<file path="src/rtl/msg_write_arbiter.sv">
`default_nettype none
// ============================================================================
// Module   : msg_write_arbiter
// Purpose  : Round-robin arbiter that gives one message producer at a time
//            the MSG_FIFO write port. It checks free space before granting,
//            so each message goes into the FIFO as one contiguous burst.
//            Optional header word: define MSG_WRITE_ARBITER_HDR_EN.
// Revision : 1.0 - initial release
// ============================================================================
module msg_write_arbiter #(
   parameter int NUM_REQ    = 3,
   parameter int MAX_LEN    = 4,
   parameter int FIFO_DEPTH = 256,
   parameter int RESERVE    = 3
) (
   input  logic                  clk,
   input  logic                  reset,
   input  logic [NUM_REQ-1:0]    req,
   input  logic [3*NUM_REQ-1:0]  req_len,
   input  logic [32*NUM_REQ-1:0] req_data,
   output logic [NUM_REQ-1:0]    gnt,
   output logic                  word_ack,
   output logic [NUM_REQ-1:0]    done,
   output logic                  fifo_wrreq,
   output logic [31:0]           fifo_data,
   input  logic [7:0]            fifo_usedw,
   input  logic                  fifo_flush,
   output logic                  busy
);

   localparam int               c_idx_w   = (NUM_REQ > 1) ? $clog2(NUM_REQ) : 1;
   localparam logic [9:0]       c_limit   = 10'(FIFO_DEPTH - RESERVE);
   localparam logic [2:0]       c_max_len = (MAX_LEN >= 7) ? 3'd7 : 3'(MAX_LEN);
   localparam logic [NUM_REQ-1:0] c_one   = NUM_REQ'(1);

   localparam logic [1:0] c_st_idle  = 2'd0;
`ifdef MSG_WRITE_ARBITER_HDR_EN
   localparam logic [1:0] c_st_hdr   = 2'd1;
`endif
   localparam logic [1:0] c_st_write = 2'd2;
   localparam logic [1:0] c_st_done  = 2'd3;

   logic [1:0]         r_state;
   logic [NUM_REQ-1:0] r_gnt;
   logic [NUM_REQ-1:0] r_done;
   logic [c_idx_w-1:0] r_ptr;
   logic [2:0]         r_len;
   logic [2:0]         r_cnt;
`ifdef MSG_WRITE_ARBITER_HDR_EN
   logic [c_idx_w-1:0] r_idx;
   logic [15:0]        r_seq;
`endif

   logic [2:0]         w_eff_len [NUM_REQ];
   logic [NUM_REQ-1:0] w_elig;
   logic               w_found;
   logic [c_idx_w-1:0] w_sel;
   logic [31:0]        w_mux;

   // The sum is formed at 10 bits so a nearly full FIFO can never wrap into "room".
   for (genvar i = 0; i < NUM_REQ; i++) begin : g_elig
      logic [2:0] w_len;
      logic [9:0] w_need;
      assign w_len        = req_len[3*i +: 3];
      assign w_eff_len[i] = (w_len > c_max_len) ? c_max_len : w_len;
`ifdef MSG_WRITE_ARBITER_HDR_EN
      assign w_need       = {7'd0, w_eff_len[i]} + 10'd1;
`else
      assign w_need       = {7'd0, w_eff_len[i]};
`endif
      assign w_elig[i]    = req[i] && (w_len != 3'd0) &&
                            (({2'b00, fifo_usedw} + w_need) <= c_limit);
   end

   // Scan downward in distance so the closest eligible index from r_ptr wins.
   always_comb begin
      int j;
      w_found = 1'b0;
      w_sel   = '0;
      for (int k = NUM_REQ - 1; k >= 0; k--) begin
         j = int'(r_ptr) + k;
         if (j >= NUM_REQ) j = j - NUM_REQ;
         if (w_elig[j]) begin
            w_found = 1'b1;
            w_sel   = c_idx_w'(j);
         end
      end
   end

   always_comb begin
      w_mux = '0;
      for (int i = 0; i < NUM_REQ; i++) begin
         if (r_gnt[i]) w_mux = req_data[32*i +: 32];
      end
   end

   always_comb begin
      fifo_wrreq = 1'b0;
      word_ack   = 1'b0;
      fifo_data  = '0;
      if (r_state == c_st_write) begin
         fifo_wrreq = 1'b1;
         word_ack   = 1'b1;
         fifo_data  = w_mux;
      end
`ifdef MSG_WRITE_ARBITER_HDR_EN
      else if (r_state == c_st_hdr) begin
         fifo_wrreq = 1'b1;
         fifo_data  = {8'hA5, 4'(r_idx), 4'(r_len), r_seq};
      end
`endif
   end

   assign gnt  = r_gnt;
   assign done = r_done;
   assign busy = (r_state != c_st_idle);

   always_ff @(posedge clk) begin
      if (reset) begin
         r_state <= c_st_idle;
         r_gnt   <= '0;
         r_done  <= '0;
         r_ptr   <= '0;
         r_len   <= '0;
         r_cnt   <= '0;
`ifdef MSG_WRITE_ARBITER_HDR_EN
         r_idx   <= '0;
         r_seq   <= '0;
`endif
      end else begin
         r_done <= '0;
         case (r_state)
            c_st_idle: begin
               if (w_found) begin
                  r_gnt <= c_one << w_sel;
                  r_len <= w_eff_len[w_sel];
                  r_cnt <= '0;
                  r_ptr <= (w_sel == c_idx_w'(NUM_REQ - 1)) ? '0 : w_sel + 1'b1;
`ifdef MSG_WRITE_ARBITER_HDR_EN
                  r_idx   <= w_sel;
                  r_state <= c_st_hdr;
`else
                  r_state <= c_st_write;
`endif
               end
            end
`ifdef MSG_WRITE_ARBITER_HDR_EN
            c_st_hdr: begin
               if (fifo_flush) begin
                  r_gnt   <= '0;
                  r_state <= c_st_idle;
               end else begin
                  r_state <= c_st_write;
               end
            end
`endif
            c_st_write: begin
               if (fifo_flush) begin
                  r_gnt   <= '0;
                  r_cnt   <= '0;
                  r_state <= c_st_idle;
               end else if (r_cnt == r_len - 3'd1) begin
                  r_done  <= r_gnt;
                  r_gnt   <= '0;
                  r_cnt   <= '0;
                  r_state <= c_st_done;
               end else begin
                  r_cnt <= r_cnt + 3'd1;
               end
            end
            c_st_done: begin
               // One idle-write cycle so fifo_usedw reflects the burst before re-arbitrating.
`ifdef MSG_WRITE_ARBITER_HDR_EN
               r_seq   <= r_seq + 16'd1;
`endif
               r_state <= c_st_idle;
            end
            default: r_state <= c_st_idle;
         endcase
      end
   end

endmodule
`default_nettype wire
</file>
<file path="config.mk">
export PLATFORM = sky130hd
export DESIGN_NAME = msg_write_arbiter
export DESIGN_NICKNAME = d
export VERILOG_FILES = /design/src/rtl/msg_write_arbiter.sv
export SDC_FILE = /design/constraint.sdc
export NUM_CORES = 1
export LEC_CHECK = 0
export CORE_ASPECT_RATIO = 1.4
export CORE_MARGIN = 2
export CORE_UTILIZATION = 38
export DETAILED_ROUTE_END_ITERATION = 6
export GPL_ROUTABILITY_DRIVEN = 0
export PLACE_DENSITY = 0.85
export SETUP_SLACK_MARGIN = 0.02
export SLEW_MARGIN = 20
export SYNTH_ARGS = -nofsm -noshare
export SYNTH_HDL_FRONTEND = slang
export SYNTH_SLANG_ARGS = --single-unit
</file>
<file path="constraint.sdc">
create_clock -name clk -period 8.85 [get_ports clk]
set_input_delay 1.77 -clock clk [delete_from_list [all_inputs] [get_ports clk]]
set_output_delay 1.77 -clock clk [all_outputs]
set_load 0.005 [all_outputs]
</file>
=== Word level (Yosys, flattened, before mapping) ===
Index checks and enable logic that the tools add are counted.

* Bits in registers: 16
* Word-level logic and storage cells: 98

* Mux-type cells: 42
* Bitwise operators: 3
* Shift-type cells: 1
* Reductions and logical operators: 17
* Add/sub/neg operators: 11
* $lt $le $gt $ge: 13
* Equal/unequal tests: 5

{| class="wikitable"
|+ Operators by type and width
! cell !! count
|-
| $mux 32 || 7
|-
| $lt 32x4->1 const B || 3
|-
| $mux 3 || 11
|-
| $add 8x3->9 || 3
|-
| $le 9x8->1 const B || 3
|-
| $mux 2 || 7
|-
| $pmux 3 s2 || 2
|-
| $mux 1 || 10
|-
| $gt 3x3->1 const B || 3
|-
| $reduce_bool 3->1 || 3
|-
| $sub 3x2->4 const B || 2
|-
| $bmux 1 s2 || 3
|-
| $bmux 3 s2 || 1
|-
| $ge 3x2->1 const B || 2
|-
| $logic_and 1x1->1 || 6
|-
| $reduce_and 2->1 || 3
|-
| $eq 2x2->1 const B || 2
|-
| $pmux 2 s2 || 1
|-
| $reduce_bool 2->1 || 2
|-
| $reduce_or 4->1 || 1
|-
| $add 2x1->3 const B || 1
|-
| $add 2x2->3 const B || 1
|-
| $add 3x1->3 const B || 1
|-
| $eq 3x3->1 || 1
|-
| other kinds (12) || 13
|}

=== Longest topological paths before layout ===
* Word-level depth: 15
* Gate-level depth with buffers: 13

=== Worst setup path after synthesis ===
No wires, ideal clock.

* Kind: input to register
* From: input port req_len[3]
* To: register r_len[0]
* Arrival: 4150 ps
* Library setup time: 88 ps
* Slack: 4612 ps
* Buffers on the path: 2
* Cell stages on the path: 13
* Cell sequence: nor2b_1 ha_1 fa_1 a21o_1 a31o_1 a31oi_4 a21oi_2 a311oi_2 and4b_1 buf_4 buf_8 nor2_2 a311oi_2

* Word-level cells in the longest chain between the ends: 15

{| class="wikitable"
|+ RTL lines
! item !! line !! RTL
|-
| start: declaration || 19 || <nowiki>input logic [3*NUM_REQ-1:0] req_len,</nowiki>
|-
| $gt 3x3->1 || 65 || <nowiki>assign w_eff_len[i] = (w_len > c_max_len) ? c_max_len : w_len;</nowiki>
|-
| $mux 3 || 65 ||
|-
| $add 8x3->9 || 72 || <nowiki>(({2'b00, fifo_usedw} + w_need) <= c_limit);</nowiki>
|-
| $le 9x8->1 || 72 ||
|-
| $logic_and 1x1->1 || 71 || <nowiki>assign w_elig[i] = req[i] && (w_len != 3'd0) &&</nowiki>
|-
| $bmux 1 s2 || 83 || <nowiki>if (w_elig[j]) begin</nowiki>
|-
| $mux 1 (not written as such) (2 in series) || 83 ||
|-
| $mux 2 (3 in series) || 83 ||
|-
| $not 2->3 (not written as such) || 136 || <nowiki>r_len <= w_eff_len[w_sel];</nowiki>
|-
| $bmux 3 s2 || 136 ||
|-
| $mux 3 (not written as such) (2 in series) || 136 ||
|-
| end signal: assignment || 136 ||
|-
| end: declaration || 47 || <nowiki>logic [2:0] r_len;</nowiki>
|}

Parallel ways exist; a longest one is shown, timed or not. The select of a mux whose other input is x is not followed.
A chain may end at the register's enable or synchronous reset.

=== Final worst setup path ===
* From: input port req_len[5]
* To: register r_ptr[1]

* Word-level cells in the longest chain between the ends: 13

{| class="wikitable"
|+ RTL lines
! item !! line !! RTL
|-
| $gt 3x3->1 || 65 ||
|-
| $mux 3 || 65 ||
|-
| $add 8x3->9 || 72 ||
|-
| $le 9x8->1 || 72 ||
|-
| $logic_and 1x1->1 (*) || 71 ||
|-
| $bmux 1 s2 || 83 ||
|-
| $mux 1 (not written as such) (2 in series) || 83 ||
|-
| $mux 2 (3 in series) || 83 ||
|-
| $add 2x1->2 / $eq 2x2->1 (equally long branches) || 138 || <nowiki>r_ptr <= (w_sel == c_idx_w'(NUM_REQ - 1)) ? '0 : w_sel + 1'b1;</nowiki>
|-
| $mux 2 || 138 ||
|-
| end signal: assignment || 138 ||
|-
| end: declaration || 46 || <nowiki>logic [c_idx_w-1:0] r_ptr;</nowiki>
|}

Mark *: on every way between the ends. The rest lies on a longest branch, timed or not. The select of a mux whose other input is x is not followed.

==> impl_metrics.ini <==
[status]
outcome = finished clean

[timing]
period_needed_ns = 4.95
worstMarginPinSlew_ns = 0.826
final.setup.worst_slack_ns = 3.90
finalCritPeriodShare_pct = 56.0
rsz0062_at_grt = no
setup_viol_count_final = 0
relSlewSlack_pct = 44.5
fmax_ghz = 0.202
hold_viol_final = 0
maxSlewViolCount = 0
fin_tns_setup_ns = 0
hold-worst-slack_ns = 0.437
skew_ns = 0.00382

[setup_path]
cp_data_arrival_time_ns = 5.12
worstSetupStartpointType = primary input
critPathMaxFanout = 17
crit_buf_inv = 1
crit_type = in2reg
cp_slowest_stage_delay_ns = 0.65
path_cells = clkdlybuf4s50_1 > nor2b_1 > ha_1 > fa_1 > a21o_1 > a31o_1 > a31oi_4 > a21oi_2 > a311oi_2 > and4b_1 > nand2_1 > a21oi_1
endpoint_kind = flip-flop
cp.required_ns = 9.02
slowest_stage = and4b_1
critical-path-top-delay-family = compound AO/OA/AOI/OAI gates

[floorplan]
die-area_mm2 = 0.00626
initial_core_util_pct = 39.0
core_mm2 = 0.00549
pin_count = 160
rows = 32
fp.dieW_um = 67.4
die_height_um = 92.8

[detailed_routing]
drt_iter0_markers = 183
ant_nets = 0
first_pass_iters = 4
routed_via_density = 5.54
wl_per_cell_um = 16.0
drt_wl_total_um = 8210
drc = 0
routed-via-count = 2848

[global_routing]
grt_use_total_pct = 25.7
grt_overflow_total = 0
grt_antenna_before_repair = 0
grt_max_degree = 69
grt_pass1_wl_um = 12700
grt_pass1_vias = 2703

[synth]
yosys.area.top_type = dfxtp_1
synth.area.top_cells = dfxtp_1 15%, nor2_1 12%, a22oi_1 11%
synth_enable_flop_cells = 0
syn_area_per_cell_um2 = 7.02
netlist_area_mm2 = 0.00214
ys_types = 49
synth_seq_cells = 16
synth.net_count = 440
synth_top_area_share_pct = 15.0
synth-async-reset-ratio_pct = 0
ys_seq_area_share_pct = 15.0
synth_cells = 305
yosys_warnings = 0
synth_ff_type = dfxtp_1

[cts]
post_cts_buffers = 0
root_buffer = clkbuf_8
htreeDepth = 1
path_clk_slew_ns = 0.06
cts.sinks = 16
clock_path_buffers = 2
insertion_delay_ns = 0.25
cts_resized = 0
tritoncts = built
cts_buffers = 3
cts.hold.buffers_added = 0

[place]
dp_hpwl_um = 6650
portBuffers = 159
place_ws_ns = 3.68

[pwr]
peakVddDrop_mv = 0.154
leakage_nw = 1.38
p_per_area_mw_per_mm2 = 135

[run]
maxCapViolCount = 0

[layout]
antenna_cells = 0
n_fill_cell = 472
layout_commonest_cell = clkdlybuf4s50_1
layout_common_cells = 159 x clkdlybuf4s50_1, 68 x nor2_1, 41 x a21oi_1, 32 x a22oi_1, 15 x dfxtp_1
layout-drive-gt1-share_pct = 5.61
layout.nets = 583
area_delta_synth_final_pct = 76.3

[worst_hold_path]
hold_class = reg2reg
## routing by layer
metal  track usage [%]  vias up  part of all wire (%)
met4              6.63        0                   1.9
met2              45.4      133                    51
met1              29.1     1308                    36
met5                 0        -                     0
met3              8.02       13                    12
li1                  -     1394                     -
## layout make-up
cell class              count  area (um^2)  share of cell area, %
inverters                   6         22.5                  0.597
clock buffers               3         41.3                   1.09
multi-input cells         259         1690                   44.7
repair buffers            162         1610                   42.8
flip-flops and latches     16          324                   8.58
well taps                  68         85.1                   2.25
## Yosys cell counts, drive strengths merged (2+ instances only)
master	count
dfxtp	16
inv	6
nor2b	10
buf	7
a21o	2
nor2	71
nand2b	9
a211oi	3
nor3	4
a2111oi	4
a22oi	32
ha	13
clkbuf	17
a21oi	42
and2	3
o21ai	3
fa	3
nand3b	8
o31a	2
o21a	2
and3	2
nand2	14
nor4b	2
a311oi	4
a31oi	7
o221ai	2
xnor2	4
## final timing paths
path / start / endpoint / slack [ns] / cells after the start
setup / recovery: req_len[5] / r_ptr[1] / 3.90 / 12
hold / removal: r_state[0] / r_state[1] / 0.44 / 1
setup reg to reg: r_ptr[0] / r_len[0] / 6.45 / 8
hold reg to reg: r_state[0] / r_state[1] / 0.44 / 1
## registers in the layout (all words and copies together), names as in the netlist
name,cells
gnt,3
done,3
r_len,3
r_ptr,2
r_cnt,3
r_state,2
## logic make-up after synthesis
logic type	Yosys count	synth area share, %
AO/OA/AOI/OAI	110	37.4
XOR/XNOR	4	1.64
buffers and inverters	30	6.31
AND/OR/NAND/NOR	128	28.8
adder cells (fa/ha/maj)	16	10.4
flip-flops	16	15.0
multiplexers	1	0.468
## where the power goes
part | switching [W] | internal [W]
sequential | 0.0000194 | 0.0000844
combinational | 0.000168 | 0.000184
clock | 0.0000233 | 0.0000302
## through the flow
step	instances	util, %	total power (W)	instance area, um^2
4_1_cts	514	68.8	0.000512	3770
5_1_grt	514	68.8	0.000556	3770
6_report	514	68.8	0.000509	3770
2_1_floorplan	305	-	0.000319	2140
3_5_place_dp	511	68.0	0.000457	3730
3_3_place_gp	511	68.0	0.000450	3730
Note: power is estimated with default switching activity, not from simulation.
